## config.mk

```make
export PLATFORM = sky130hd
export DESIGN_NAME = param_stack
export DESIGN_NICKNAME = d
export VERILOG_FILES = /design/src/rtl/param_stack.sv
export SDC_FILE = /design/constraint.sdc
export NUM_CORES = 1
export LEC_CHECK = 0
export ABC_CLOCK_PERIOD_IN_PS = 4910
export BUFFER_PORTS_ARGS = -buffer_cell sky130_fd_sc_hd__buf_2
export CELL_PAD_IN_SITES_DETAIL_PLACEMENT = 1
export CELL_PAD_IN_SITES_GLOBAL_PLACEMENT = 1
export CORE_MARGIN = 2
export CORE_UTILIZATION = 46
export CTS_BUF_LIST = sky130_fd_sc_hd__clkbuf_8 sky130_fd_sc_hd__clkbuf_16
export DETAILED_ROUTE_END_ITERATION = 6
export PLACE_DENSITY = 0.82
export SYNTH_ARGS = -nofsm -noshare
export SYNTH_HDL_FRONTEND = slang
export SYNTH_SLANG_ARGS = --single-unit
export TNS_END_PERCENT = 1
```

## constraint.sdc

```tcl
create_clock -name clk -period 4.91 [get_ports clk]
set_clock_uncertainty 0.15 [all_clocks]
set_input_delay 0.982 -clock clk [delete_from_list [all_inputs] [get_ports clk]]
set_output_delay 0.982 -clock clk [all_outputs]
set_load 0.02 [all_outputs]
```

## src/rtl/param_stack.sv

```systemverilog
// Parametrised operand stack: WIDTH x DEPTH entries, eight stack operations,
// zero-latency top/next-of-stack reads and sticky overflow/underflow flags.
module param_stack #(
    parameter  int WIDTH = 16,
    parameter  int DEPTH = 16,
    localparam int CW    = $clog2(DEPTH + 1)
) (
    input  logic             clk,
    input  logic             reset,
    input  logic [2:0]       op,
    input  logic [WIDTH-1:0] d,
    input  logic             clr_err,
    output logic [WIDTH-1:0] qtop,
    output logic [WIDTH-1:0] qnext,
    output logic [CW-1:0]    count,
    output logic             empty,
    output logic             full,
    output logic             overflow,
    output logic             underflow
);

    localparam int AW = $clog2(DEPTH);
    localparam logic [CW-1:0] DEPTH_C = CW'(DEPTH);

    typedef enum logic [2:0] {
        OP_NOP     = 3'd0,
        OP_PUSH    = 3'd1,
        OP_POP     = 3'd2,
        OP_REPLACE = 3'd3,
        OP_DUP     = 3'd4,
        OP_SWAP    = 3'd5,
        OP_OVER    = 3'd6,
        OP_CLEAR   = 3'd7
    } op_e;

    logic [WIDTH-1:0] mem_q [DEPTH];
    logic [CW-1:0]    count_q, count_d;
    logic             ovf_q, ovf_d;
    logic             unf_q, unf_d;

    logic [CW-1:0]    cnt_m1, cnt_m2;
    logic [AW-1:0]    top_idx, nxt_idx, wr_addr;
    logic [WIDTH-1:0] top_w, nxt_w, wr_data;
    logic             wr_en, swap_en;
    logic [1:0]       need_ops;
    logic             need_space, lack_ops, lack_space;

    assign cnt_m1  = count_q - CW'(1);
    assign cnt_m2  = count_q - CW'(2);
    assign top_idx = cnt_m1[AW-1:0];
    assign nxt_idx = cnt_m2[AW-1:0];
    assign top_w   = mem_q[top_idx];
    assign nxt_w   = mem_q[nxt_idx];

    // NOTE: every signal written in this block gets a default first, so no latches are inferred.
    always_comb begin
        need_ops   = 2'd0;
        need_space = 1'b0;
        case (op_e'(op))
            OP_PUSH:                   need_space = 1'b1;
            OP_POP, OP_REPLACE:        need_ops   = 2'd1;
            OP_DUP:    begin need_ops = 2'd1; need_space = 1'b1; end
            OP_SWAP:                   need_ops   = 2'd2;
            OP_OVER:   begin need_ops = 2'd2; need_space = 1'b1; end
            default:   ;
        endcase

        // Missing operands take precedence over missing space.
        lack_ops   = count_q < CW'(need_ops);
        lack_space = !lack_ops && need_space && (count_q == DEPTH_C);

        count_d = count_q;
        wr_en   = 1'b0;
        swap_en = 1'b0;
        wr_addr = count_q[AW-1:0];
        wr_data = d;
        if (!lack_ops && !lack_space) begin
            case (op_e'(op))
                OP_PUSH:    begin wr_en = 1'b1; count_d = count_q + CW'(1); end
                OP_POP:     count_d = cnt_m1;
                OP_REPLACE: begin wr_en = 1'b1; wr_addr = top_idx; end
                OP_DUP:     begin wr_en = 1'b1; wr_data = top_w; count_d = count_q + CW'(1); end
                OP_SWAP:    swap_en = 1'b1;
                OP_OVER:    begin wr_en = 1'b1; wr_data = nxt_w; count_d = count_q + CW'(1); end
                OP_CLEAR:   count_d = '0;
                default:    ;
            endcase
        end

        ovf_d = (ovf_q && !clr_err) || lack_space;
        unf_d = (unf_q && !clr_err) || lack_ops;
    end

    always_ff @(posedge clk) begin
        if (reset) begin
            count_q <= '0;
            ovf_q   <= 1'b0;
            unf_q   <= 1'b0;
        end else begin
            count_q <= count_d;
            ovf_q   <= ovf_d;
            unf_q   <= unf_d;
        end
    end

    // NOTE: the array is deliberately not reset; count alone defines which entries are valid.
    always_ff @(posedge clk) begin
        if (!reset) begin
            if (wr_en) begin
                mem_q[wr_addr] <= wr_data;
            end
            if (swap_en) begin
                mem_q[top_idx] <= nxt_w;
                mem_q[nxt_idx] <= top_w;
            end
        end
    end

    assign qtop      = (count_q != '0)      ? top_w : '0;
    assign qnext     = (count_q >= CW'(2))  ? nxt_w : '0;
    assign count     = count_q;
    assign empty     = (count_q == '0);
    assign full      = (count_q == DEPTH_C);
    assign overflow  = ovf_q;
    assign underflow = unf_q;

endmodule

```

==> flow_metrics.env <==
export IMPL_status="complete, but fails checks"
export IMPL_violations="capacitance limit, slew limit"
export IMPL_clk_pin_slew_worst_paths_ns=0.06
export IMPL_area_delta_synth_final_pct=10.7
export IMPL_cp_endpoint="qtop[6]"
export IMPL_post_synth_top_area_fraction_pct=42.1
export IMPL_hpwl_mm=49.8
export IMPL_antenna_found_initial=1
export IMPL_grt_first_pass_wirelength_mm=113
export IMPL_worstPathRequired_ns=3.78
export IMPL_place_ws_ns=0.0574
export IMPL_multi_input_area_um2=9600
export IMPL_numCtsBuffers=30
export IMPL_drv_cap=1
export IMPL_cts_root_buf="clkbuf_16"
export IMPL_rsz0062_at_grt="yes"
export IMPL_placed_cell_area_um2=19100
export IMPL_r2r_setup_slack_ns=0.51
export IMPL_ios=63
export IMPL_crit_chain="inv_1 > ha_1 > buf_4 > xnor2_2 > buf_4 > nand3_1 > nand4_1 > mux2i_4 > nor2b_1 > buf_2"
export IMPL_fin_crit_sh_pct=99.9
export IMPL_synth_area_top_cells="edfxtp_1 (42%), mux4_2 (12%), mux2i_1 (7.7%)"
export IMPL_fin_util_pct=51.9
export IMPL_synthFlopType="edfxtp_1"
export IMPL_maxSlewViolCount=17
export IMPL_num_rows=72
export IMPL_crit_arrival_ns=3.78
export IMPL_ctsHoldBuffers=0
export IMPL_seq_area_frac_synth_pct=42.9
export IMPL_worstMarginPinSlew_ns=1.55
export IMPL_die_w_um=203
export IMPL_vias=16600
export IMPL_cts_sinks=263
export IMPL_overflow=0
export IMPL_critPathSlowestCell="mux2i_4"
export IMPL_track_usage_pct=37.3
export IMPL_reg2reg_depth=8
export IMPL_clk_latency_ns=0.60
export IMPL_wirelength_mm=77.2
export IMPL_start_util_pct=46.9
export IMPL_synth_compound_area_share_pct=12.7
export IMPL_post_drt_wl_per_cell_um=33.7
export IMPL_synth_top_family_by_area="multiplexers"
export IMPL_path_depth=10
export IMPL_synth_xor_xnor_area_share_pct=0.569
export IMPL_synth_cells=1730
export IMPL_synth_edff_count=256
export IMPL_cp_start_kind="register"
export IMPL_crit_type="register to output port"
export IMPL_syn_area_um2=18300
export IMPL_synthesis_nets=1761
export IMPL_register_area_um2=7840
export IMPL_yosysTopAreaCell="edfxtp_1"
export IMPL_synthTopCellsByCount="nor2_1 (289), edfxtp_1 (256), o21ai_1 (192)"
export IMPL_r2r_start="count[1]$_SDFFE_PP0P_"
export IMPL_synth_cell_type_count=71
export IMPL_drive_gt1_share_pct=22.4
export IMPL_layout_setup_ws_ns=0.00267
export IMPL_die_y_um=203
export IMPL_hold_viol_final=0
export IMPL_grt_max_degree=63
export IMPL_num_fill_cells=4249
export IMPL_ant_nets=0
export IMPL_clk_path_buf_depth=3
export IMPL_tns_ns=0
export IMPL_viasPerCell=7.23
export IMPL_cpPeakStageDelay_ns=0.64
export IMPL_fp_coreArea_um2=38900
export IMPL_endpoint_kind="output port"
export IMPL_async_flop_share_pct=0
export IMPL_place_gp_congestion=0.980
export IMPL_synth_mux_area_share_pct=22.1
export IMPL_syn_mean_instance_area_um2=10.6
export IMPL_drc=0
export IMPL_reg2reg_to="mem_q[9][15]$_DFFE_PP_"
export IMPL_yosys_register_bits=263
export IMPL_fin_nets=1781
export IMPL_tritoncts="done"
export IMPL_cp_top_family="buffers and inverters"
export IMPL_design_area_um2=20200
export IMPL_first_pass_iters=6
export IMPL_startpoint="count[1]$_SDFFE_PP0P_"
export IMPL_cp_max_fo=30
export IMPL_synthAdderAreaFrac_pct=0.617
export IMPL_synth_simple_area_share_pct=15.4
export IMPL_yosys_cell_count_top_type="nor2_1"
export IMPL_portBuffers=62
export IMPL_ctsHtreeMaxLevel=1
export IMPL_worst_path_buf_inv=4
export IMPL_crit_top_cell="buf_4"
export IMPL_synth_warning_count=0
export IMPL_relSlewSlack_pct=-3.33
export IMPL_drt_iter0_drc=2424
export IMPL_first_global_vias=17100
export IMPL_layout_min_cycle_time_ns=4.91
export IMPL_min_path_type="register to register"
export IMPL_fmax_mhz=204
export IMPL_die_area_um2=41300
export IMPL_setup_viol=0
## layout make-up
cell class | count | area share (%)
inverter | 13 | 0.241
sequential | 263 | 38.8
clock inverter | 25 | 0.984
tap | 518 | 3.21
timing repair buffer | 157 | 5.45
clock buffer | 31 | 3.84
multi-input combinational | 1285 | 47.5
antenna | 2 | 0.0248
## worst min-delay path: stages, from the launching register on
cell,delay [ns]
dfxtp_1,0.31
nand2b_1,0.07
a21oi_1,0.06
## registers in the layout, indices dropped and copies added (netlist names)
signal     count
overflow       1
mem_q        256
count          5
underflow      1
## per-stage QoR
step / cells / hold slack, ns
after floorplan: 1730 / 0.397
after global placement: 2228 / 0.305
after detailed placement: 2228 / 0.329
after CTS: 2288 / 0.340
after global routing: 2292 / 0.367
final: 2294 / 0.341
## cells by family after synthesis
| kind of cell | count (synthesis) |
|---|---|
| AOI/OAI and AO/OA | 400 |
| xor gates and xnor gates | 8 |
| adders and majority gates | 9 |
| buffers and inverters | 182 |
| DFF | 263 |
| muxes | 261 |
| and+or+nand+nor | 607 |
## placed cells by master, fill, tap and decap left out, types with 5 or more instances in the layout
cell,count
mux2i_4,15
mux4_2,98
buf_4,87
nand2_1,99
a21oi_1,25
edfxtp_1,256
o21ai_0,33
nor2b_1,16
buf_2,62
clkinvlp_4,5
and4_1,14
mux2i_1,137
o31ai_4,8
nor2_1,289
mux2i_2,7
clkinv_1,12
o22ai_1,88
and2_1,5
dfxtp_1,5
o21ai_1,192
nand3_1,121
and3_1,7
inv_1,12
clkbuf_16,31
o21ai_2,25
nand4_1,19
nor3_1,7
ha_1,7
buf_12,5
## worst min-delay path by stage
stage                        startpoint             endpoint  slack [ns]  cells past startpoint
finish              overflow$_SDFF_PP0_  overflow$_SDFF_PP0_        0.34                      2
global route        overflow$_SDFF_PP0_  overflow$_SDFF_PP0_        0.37                      2
CTS                 overflow$_SDFF_PP0_  overflow$_SDFF_PP0_        0.34                      2
detailed placement  overflow$_SDFF_PP0_  overflow$_SDFF_PP0_        0.33                      2
global placement    overflow$_SDFF_PP0_  overflow$_SDFF_PP0_        0.31                      2
floorplan           overflow$_SDFF_PP0_  overflow$_SDFF_PP0_        0.40                      2
## what timing repair did
action | CTS | global route
resized for setup | 0 | 7
pin swaps | 0 | 0
setup endpoints to repair | 13 | 11
setup buffers | 4 | 3
## metal layers
metal  global-route usage (%)  routed length (um)  up-vias
met5                        0                   0        -
li1                         -                   -     6612
met3                     9.60               10400      385
met4                     23.9                5750        0
met1                     46.8               26500     8223
met2                     57.4               34600     1359
Power is not shown: default switching activity piles up to over one toggle a cycle in this logic, so the estimate is an artifact.
